`config.mk`:
```
export PLATFORM = sky130hd
export DESIGN_NAME = alu_mc
export DESIGN_NICKNAME = d
export VERILOG_FILES = /design/src/rtl/alu_mc.sv
export SDC_FILE = /design/constraint.sdc
export NUM_CORES = 1
export LEC_CHECK = 0
export CAP_MARGIN = 20
export CELL_PAD_IN_SITES_DETAIL_PLACEMENT = 1
export CELL_PAD_IN_SITES_GLOBAL_PLACEMENT = 1
export CORE_MARGIN = 4
export CORE_UTILIZATION = 30
export CTS_BUF_LIST = sky130_fd_sc_hd__clkbuf_4 sky130_fd_sc_hd__clkbuf_8 sky130_fd_sc_hd__clkbuf_16
export DETAILED_ROUTE_END_ITERATION = 16
export PLACE_DENSITY = 0.72
export SLEW_MARGIN = 20
export SYNTH_ARGS = -nofsm -noshare
export SYNTH_HDL_FRONTEND = slang
export SYNTH_SLANG_ARGS = --single-unit
export TNS_END_PERCENT = 1
```
`constraint.sdc`:
```
create_clock -name clk -period 3.4 [get_ports clk]
set_input_delay 0.51 -clock clk [delete_from_list [all_inputs] [get_ports clk]]
set_output_delay 0.51 -clock clk [all_outputs]
set_load 0.01 [all_outputs]
```
`src/rtl/alu_mc.sv`:
```
// Multi-cycle ALU with a valid/ready request side and a valid/ready result side.
// Logic, arithmetic, shift and compare ops finish in one cycle. MULTU is an
// iterative shift-add and DIVU is an iterative restoring divide, each taking
// WIDTH steps.
//
// Handshake: a request transfers on a rising edge where in_valid && in_ready.
// A result transfers on a rising edge where out_valid && out_ready. Once
// asserted, out_valid stays high and the outputs stay unchanged until that
// transfer happens. in_ready is high only when the block is idle.
module alu_mc #(
    parameter int WIDTH = 32,
    parameter int SHW   = 5
) (
    input  logic             clk,
    input  logic             rst_n,
    input  logic             in_valid,
    output logic             in_ready,
    input  logic [WIDTH-1:0] in0,
    input  logic [WIDTH-1:0] in1,
    input  logic [3:0]       ALUCtrl,
    input  logic [SHW-1:0]   shamt,
    output logic             out_valid,
    input  logic             out_ready,
    output logic [WIDTH-1:0] ALUResult,
    output logic [WIDTH-1:0] hi,
    output logic             Zero,
    output logic             ovf,
    output logic [1:0]       state_dbg
);

    localparam logic [3:0] OP_AND   = 4'b0000;
    localparam logic [3:0] OP_OR    = 4'b0001;
    localparam logic [3:0] OP_ADD   = 4'b0010;
    localparam logic [3:0] OP_SUB   = 4'b0110;
    localparam logic [3:0] OP_SLL   = 4'b0100;
    localparam logic [3:0] OP_SRL   = 4'b0101;
    localparam logic [3:0] OP_SRA   = 4'b1100;
    localparam logic [3:0] OP_SLT   = 4'b0111;
    localparam logic [3:0] OP_MULTU = 4'b1000;
    localparam logic [3:0] OP_DIVU  = 4'b1001;

    localparam int              CW   = $clog2(WIDTH) + 1;
    localparam logic [CW-1:0]   LAST = CW'(WIDTH - 1);

    typedef enum logic [1:0] {
        IDLE = 2'd0,
        MUL  = 2'd1,
        DIV  = 2'd2,
        DONE = 2'd3
    } state_t;

    state_t state, state_nxt;

    logic             accept;
    logic             last_step;
    logic [CW-1:0]    cnt;

    // Operand held for the iterative ops: multiplicand for MULTU, divisor for DIVU.
    logic [WIDTH-1:0] opa;
    // Working pair: {upper, lower} product for MULTU, {remainder, quotient} for DIVU.
    logic [WIDTH-1:0] w_hi, w_lo;

    logic [WIDTH-1:0] res_lo, res_hi;
    logic             res_ovf;

    logic [WIDTH-1:0] add_sum, sub_diff;
    logic [WIDTH-1:0] sc_lo, sc_hi;
    logic             sc_ovf;

    logic [WIDTH:0]   mul_sum;
    logic [WIDTH:0]   div_shift, div_diff;
    logic [WIDTH-1:0] step_hi, step_lo;

    assign accept    = in_valid && in_ready;
    assign last_step = (cnt == LAST);
    assign add_sum   = in0 + in1;
    assign sub_diff  = in0 - in1;

    // State register.
    always_ff @(posedge clk) begin
        if (!rst_n) state <= IDLE;
        else        state <= state_nxt;
    end

    // Next-state logic; DIVU by zero is resolved immediately without iterating.
    always_comb begin
        state_nxt = state;
        unique case (state)
            IDLE: begin
                if (accept) begin
                    if (ALUCtrl == OP_MULTU)                        state_nxt = MUL;
                    else if (ALUCtrl == OP_DIVU && in1 != '0)       state_nxt = DIV;
                    else                                            state_nxt = DONE;
                end
            end
            MUL:  if (last_step) state_nxt = DONE;
            DIV:  if (last_step) state_nxt = DONE;
            DONE: if (out_ready) state_nxt = IDLE;
            default: state_nxt = IDLE;
        endcase
    end

    // Output decode from state.
    always_comb begin
        in_ready  = (state == IDLE);
        out_valid = (state == DONE);
        state_dbg = state;
    end

    // Single-cycle result, computed from the live inputs and registered on acceptance.
    always_comb begin
        sc_lo  = '0;
        sc_hi  = '0;
        sc_ovf = 1'b0;
        case (ALUCtrl)
            OP_AND: sc_lo = in0 & in1;
            OP_OR:  sc_lo = in0 | in1;
            OP_ADD: begin
                sc_lo  = add_sum;
                sc_ovf = (in0[WIDTH-1] == in1[WIDTH-1]) && (add_sum[WIDTH-1] != in0[WIDTH-1]);
            end
            OP_SUB: begin
                sc_lo  = sub_diff;
                sc_ovf = (in0[WIDTH-1] != in1[WIDTH-1]) && (sub_diff[WIDTH-1] != in0[WIDTH-1]);
            end
            OP_SLL: sc_lo = in1 << shamt;
            OP_SRL: sc_lo = in1 >> shamt;
            OP_SRA: sc_lo = $signed(in1) >>> shamt;
            OP_SLT: sc_lo = {{(WIDTH-1){1'b0}}, ($signed(in0) < $signed(in1))};
            OP_DIVU: begin
                // Only reaches the output when the divisor is zero.
                sc_lo = '1;
                sc_hi = in0;
            end
            default: begin
                sc_lo  = '0;
                sc_hi  = '0;
                sc_ovf = 1'b0;
            end
        endcase
    end

    // One iteration step of shift-add multiply or restoring divide.
    always_comb begin
        mul_sum   = {1'b0, w_hi} + (w_lo[0] ? {1'b0, opa} : '0);
        div_shift = {w_hi, w_lo[WIDTH-1]};
        div_diff  = div_shift - {1'b0, opa};
        step_hi   = w_hi;
        step_lo   = w_lo;
        if (state == MUL) begin
            step_hi = mul_sum[WIDTH:1];
            step_lo = {mul_sum[0], w_lo[WIDTH-1:1]};
        end else if (state == DIV) begin
            if (!div_diff[WIDTH]) begin
                step_hi = div_diff[WIDTH-1:0];
                step_lo = {w_lo[WIDTH-2:0], 1'b1};
            end else begin
                step_hi = div_shift[WIDTH-1:0];
                step_lo = {w_lo[WIDTH-2:0], 1'b0};
            end
        end
    end

    // Datapath: capture on acceptance, iterate in MUL/DIV, hold results in DONE.
    always_ff @(posedge clk) begin
        if (!rst_n) begin
            cnt     <= '0;
            opa     <= '0;
            w_hi    <= '0;
            w_lo    <= '0;
            res_lo  <= '0;
            res_hi  <= '0;
            res_ovf <= 1'b0;
        end else begin
            case (state)
                IDLE: begin
                    if (accept) begin
                        cnt     <= '0;
                        opa     <= (ALUCtrl == OP_MULTU) ? in0 : in1;
                        w_hi    <= '0;
                        w_lo    <= (ALUCtrl == OP_MULTU) ? in1 : in0;
                        res_lo  <= sc_lo;
                        res_hi  <= sc_hi;
                        res_ovf <= sc_ovf;
                    end
                end
                MUL, DIV: begin
                    w_hi <= step_hi;
                    w_lo <= step_lo;
                    if (last_step) begin
                        cnt     <= '0;
                        res_lo  <= step_lo;
                        res_hi  <= step_hi;
                        res_ovf <= 1'b0;
                    end else begin
                        cnt <= cnt + CW'(1);
                    end
                end
                default: ;
            endcase
        end
    end

    assign ALUResult = res_lo;
    assign hi        = res_hi;
    assign ovf       = res_ovf;
    assign Zero      = (res_lo == '0);

endmodule
```
-- After elaboration in Yosys (flattened, before gate mapping)
Index checks and enable logic that the tools add are counted.
- memory bits (writable): 0
- bits in latches: 0
- flip-flop bits (word level): 169
- word-level logic and storage cells: 87
- memories: 0
- memory bits (read-only): 0
- order comparisons: 1
- bitwise operators: 2
- div/mod/pow operators: 0
- $mul: 0
- multiplexer cells: 34
- equal/unequal tests: 20
- $add $sub $neg: 5
- reductions and logical operators: 14
- shift operators: 3
- operator list (cell ; count):
    2-to-1 mux 32 bit ; 15
    case mux 32 bit (9 select lines) ; 1
    case mux 32 bit (2 select lines) ; 4
    adder 32 x 32 -> 33 bit ; 1
    subtractor 33 x 32 -> 33 bit ; 1
    adder 32 bit ; 1
    AND 32 bit ; 1
    zero test 32 bit ; 1
    < comparator 32 bit ; 1
    bitwise OR 32 bit ; 1
    nonzero test 32 bit ; 1
    << shifter 32 x 5 -> 32 bit ; 1
    right shift 32 x 5 -> 32 bit ; 1
    >>> shifter 32 x 5 -> 32 bit ; 1
    subtractor 32 bit ; 1
    == test 4 x 3 -> 1 bit, second input constant ; 4
    == test 4 bit, second input constant ; 3
    2-to-1 mux 6 bit ; 2
    case mux 6 bit (2 select lines) ; 1
    2-to-1 mux 2 bit ; 4
    adder 6 x 1 -> 6 bit, second input constant ; 1
    == test 6 x 5 -> 1 bit, second input constant ; 1
    != test 2 x 1 -> 1 bit, second input constant ; 3
    case mux 2 bit (3 select lines) ; 1
    15 further kinds ; 27

-- Longest topological paths before layout
Gate-level depths: netlist of the first run.
- word-level depth: 6
- depth in mapped cells: 16

-- Worst setup path before layout of the first run
No wires, ideal clock.
- kind: input -> register
- from: input in1[2]
- to: register res_lo[26] (netlist: ALUResult[26])
- required time: 3285 ps
- arrival time: 3327 ps
- library setup time: 115 ps
- slack: -42 ps
- stages on the path: 13
- path buffers: 1
- cell sequence: clkbuf_1 > inv_1 > ha_1 > o21ba_2 > o311ai_2 > o311ai_2 > a2111oi_2 > o2111ai_1 > a211oi_2 > o21ai_1 > a221oi_1 > nand3_1 > and3_1
- word-level cells in the longest chain between the ends: 4
- elaborated cells on any way between the ends: 8
- those cells by class: 2 x add/sub; 3 x shift; 3 x mux
- ends and longest elaborated chain (item ; RTL line ; text):
    start, declared ; 19 ; input logic [WIDTH-1:0] in1,
    subtractor 32 bit (tied with other cells) ; 77 ; assign sub_diff = in0 - in1;
    case mux 32 bit (9 select lines) * ; 115 ; case (ALUCtrl)
    2-to-1 mux 32 bit * ; 177 ; if (accept) begin
    case mux 32 bit (2 select lines) * ; 175 ; case (state)
    end signal, assigned ; 182 ; res_lo <= sc_lo;
    end signal, assigned ; 192 ; res_lo <= step_lo;
    end, declared ; 63 ; logic [WIDTH-1:0] res_lo, res_hi;
Mark *: on every way between the ends. The rest lies on a longest branch, timed or not. The select of a mux whose other input is x is not followed.
A chain may end at the register's enable or synchronous reset.

-- Worst setup path in the final report of the first run
- from: register w_lo[31]
- to: register res_hi[26] (netlist: hi[26])
- word-level cells in the longest chain between the ends: 6
- ends and longest elaborated chain (item ; RTL line ; text):
    start, declared ; 61 ; logic [WIDTH-1:0] w_hi, w_lo;
    start signal, assigned ; 181 ; w_lo <= (ALUCtrl == OP_MULTU) ? in1 : in0;
    start signal, assigned ; 189 ; w_lo <= step_lo;
    subtractor 33 x 32 -> 33 bit ; 147 ; div_diff = div_shift - {1'b0, opa};
    2-to-1 mux 32 bit ; 154 ; if (!div_diff[WIDTH]) begin
    2-to-1 mux 32 bit ; 153 ; end else if (state == DIV) begin
    2-to-1 mux 32 bit ; 150 ; if (state == MUL) begin
    2-to-1 mux 32 bit ; 190 ; if (last_step) begin
    case mux 32 bit (2 select lines) ; 175 ;
    end signal, assigned ; 183 ; res_hi <= sc_hi;
    end signal, assigned ; 193 ; res_hi <= step_hi;
    end, declared ; 63 ;
No other way between the ends. The select of a mux whose other input is x is not followed.

==> results of run 1 <==
[cells by family (layout without fill, tap and decap cells)]
kind of cell,after synthesis,count (layout),share of synthesized area
flip-flops,169,169,0.159
XOR/XNOR,71,71,0.0293
multiplexers,153,153,0.102
adder cells (fa/ha/maj),181,181,0.108
buffers and inverters,390,972,0.0731
AO/OA/AOI/OAI,1072,1072,0.325
AND/OR/NAND/NOR,947,947,0.203
[worst paths after layout]
| path | from | to | slack, ns | cells past startpoint |
|---|---|---|---|---|
| hold reg to reg | w_lo[15] | w_lo[15] | 0.49 | 2 |
| setup / recovery | w_lo[31] | hi[26] | -0.20 | 17 |
| hold / removal | w_lo[15] | w_lo[15] | 0.49 | 2 |
| setup reg to reg | w_lo[31] | hi[26] | -0.20 | 17 |
[cells in the final DEF (no fill, tap or decap), drive strengths merged, types with 40 or more instances in the layout]
cell / n
a211oi: 68
a21o: 44
a21oi: 325
a31oi: 42
and2: 50
buf: 649
clkdlybuf4s50: 126
dfxtp: 169
ha: 177
inv: 159
mux2i: 83
mux4: 48
nand2: 318
nand3: 52
nor2: 317
nor3: 45
o21ai: 268
xnor2: 40
[routing by layer]
metal,share of wire,wire length (um)
met1,0.43,47800
met5,0,0
met3,0.066,7340
met2,0.46,50400
met4,0.047,5170
[power groups by stage]
stage          registers [uW]  logic [uW]  clock network, uW
2_1_floorplan            3040        6000                  0
3_3_place_gp             3130       10700                  0
3_5_place_dp             3140       10900                  0
4_1_cts                  3110       11400               2110
5_1_grt                  3190       12700               2180
6_report                 3140       11800               2100
[cell type report]
cell class | count | area [um^2] | share of cell area
clock inverters | 15 | 175 | 0.00596
flip-flops and latches | 169 | 3390 | 0.115
clock buffers | 17 | 425 | 0.0145
multi-input cells | 2424 | 17100 | 0.582
well taps | 940 | 1180 | 0.0400
repair buffers | 789 | 6560 | 0.223
inverters | 151 | 567 | 0.0193
[stage by stage]
| stage | setup TNS [ns] | cells | hold WS [ns] | util |
|---|---|---|---|---|
| floorplan | -0.0142 | 2983 | 0.450 | - |
| global placement | -38.28 | 4462 | 0.468 | 0.398 |
| detailed placement | -46.04 | 4462 | 0.478 | 0.398 |
| CTS | -3.05 | 4504 | 0.488 | 0.414 |
| global route | -9.27 | 4505 | 0.499 | 0.420 |
| finish | -2.89 | 4505 | 0.491 | 0.420 |
[worst max-delay path: cells and delay by family, from the launching register on]
kind                     cells  cell delay (ns)
AO/OA/AOI/OAI                9             2.09
buffers and inverters        5             0.54
adder cells (fa/ha/maj)      2             0.48
flip-flops                   1             0.33
AND/OR/NAND/NOR              1             0.06
[Yosys cell counts, types with 17 or more instances]
| cell | instances |
|---|---|
| o2111ai_1 | 18 |
| a221oi_1 | 22 |
| nand2b_1 | 37 |
| nand2_1 | 316 |
| o21ai_1 | 18 |
| inv_1 | 150 |
| nand3_1 | 52 |
| o211ai_1 | 36 |
| o21bai_1 | 30 |
| nor4_1 | 31 |
| o21a_1 | 18 |
| ha_1 | 177 |
| clkbuf_1 | 182 |
| mux4_2 | 48 |
| nor2_1 | 317 |
| mux2_2 | 20 |
| nand4_1 | 20 |
| and2_1 | 49 |
| buf_2 | 30 |
| a21o_1 | 44 |
| o31ai_1 | 28 |
| a31oi_1 | 42 |
| mux2i_1 | 83 |
| a21oi_1 | 325 |
| xor2_1 | 31 |
| a22o_1 | 17 |
| dfxtp_1 | 169 |
| o21ai_0 | 250 |
| nor3_1 | 43 |
| a211oi_1 | 65 |
| xnor2_1 | 40 |
[sequential cells by signal, summed over array words and instances, names as in the netlist]
signal	flops
ALUResult	32
cnt	6
hi	32
opa	32
ovf	1
state_dbg	2
w_hi	32
w_lo	32
[timing repair]
| action | CTS | global route |
|---|---|---|
| endpoints found under the setup margin | 89 | 84 |
| buffers inserted | 9 | 1 |
| gates resized for setup | 112 | 90 |
| cloned | 1 | 0 |
| pin swaps | 36 | 37 |
==> qor.yml, run 1 <==
p_seq_frac: 0.184
floorplan.die_area_mm2: 0.0750
skew_ns: 0.0183
power_frac_clock: 0.123
ir_drop_v: 0.000420
grt_pass1_vias: 26398
portBuffers: 146
holdBufCountCts: 0
clkTransAtPathRegs_ns: 0.08
place_area_mm2: 0.0279
fin_nets: 3810
fmax_mhz: 278
drive_gt1_frac: 0.258
gr-usage-met1: 0.374
n_fill_cell: 8636
drc_errors: 0
synth_edf_count: 0
synth_nets: 3241
yosys_warnings: 0
async_flop_share: 0
root_buffer: "clkbuf_16"
initial_core_util: 0.303
crit_arrival_ns: 3.95
setup_violations: 39
synth_cell_types: 97
synth_cells: 2983
grt_setup_unrepaired: "true"
wl_per_cell_um: 24.6
track_usage: 0.283
ys_seq_elements: 169
grt_antenna_before_repair: 0
vias: 26334
dp_hpwl_um: 88600
power.switching_uw: 8640
drt-total-wl_um: 111000
violations: "setup timing"
maxSlewHeadroom: 0.320
overflow: 0
synth_top_area_frac: 0.159
post-route-period-util: 1.06
cts_tree: "built"
p_comb_frac: 0.693
via_per_inst: 5.85
hold_class: "reg -> reg"
place_congestion: 1.03
timing.final.crit_period_ns: 3.60
ys.flop_type: "dfxtp_1"
endpoint_kind: "flop"
drt-initial-drc-count: 2149
cts.sinks: 169
hold_viol: 0
grt_pass1_wl_um: 164000
p_leak_uw: 0.0124
use_met2: 0.467
cellPowerDensity_mw_per_mm2: 581
yosysSeqAreaShare: 0.159
syn_to_final_growth_pct: 38.6
grt_max_degree: 72
switching_share: 0.506
antenna_cells: 0
path_class: "reg -> reg"
fin_ws_ns: -0.198
core_area_mm2: 0.0700
maxCapViolations: 0
synthesis.area_mm2: 0.0212
final_area_mm2: 0.0294
die_height_um: 274
io_pins: 147
cp_max_fo: 3
clockBufferDepth: 2
fp.dieW_um: 274
ant_nets: 0
avgSynthCellArea_um2: 7.11
numCtsBuffers: 17
preCtsSetupSlack_ns: -1.24
drt_pass1_iterations: 8
finalPower_uw: 17100
cts.htree.levels: 4
status: "finished, violations left"
final_max_slew_viol_count: 0
path_cells: "inv_2 -> ha_4 -> inv_2 -> fa_2 -> a211oi_2 -> buf_4 -> o211ai_1 -> a41oi_2 -> buf_6 -> o2bb2ai_4 -> o211a_4 -> buf_6 -> o31ai_1 -> o31ai_2 -> a221o_1 -> a221oi_2 -> nor3_2"
critPathSlowestCell: "a221o_1"
yosysTopAreaCell: "dfxtp_1"
clk_latency_ns: 0.47
gr-usage-met3: 0.0356
internal-power_uw: 8430
rows: 97
worstMarginPinSlew_ns: 1.01
start_kind: "flop"
cp.required_ns: 3.75
synth_area_leaders: "dfxtp_1 (16%), ha_1 (10%), a21oi_1 (7.7%)"
grt-busiest-layer: "met2"
slowest_delay_ns: 0.38
Power figures use the tool's default switching activity.
==> run 2, diff against run 1 <==
--- a/config.mk
+++ b/config.mk
@@ -11,6 +11,7 @@
 export CORE_MARGIN = 4
 export CORE_UTILIZATION = 30
 export CTS_BUF_LIST = sky130_fd_sc_hd__clkbuf_4 sky130_fd_sc_hd__clkbuf_8 sky130_fd_sc_hd__clkbuf_16
+export CTS_CLUSTER_SIZE = 28
 export DETAILED_ROUTE_END_ITERATION = 16
 export PLACE_DENSITY = 0.72
 export SLEW_MARGIN = 20
==> results of run 2 <==
Final layout, timing and power as in run 1 (identical DEF).
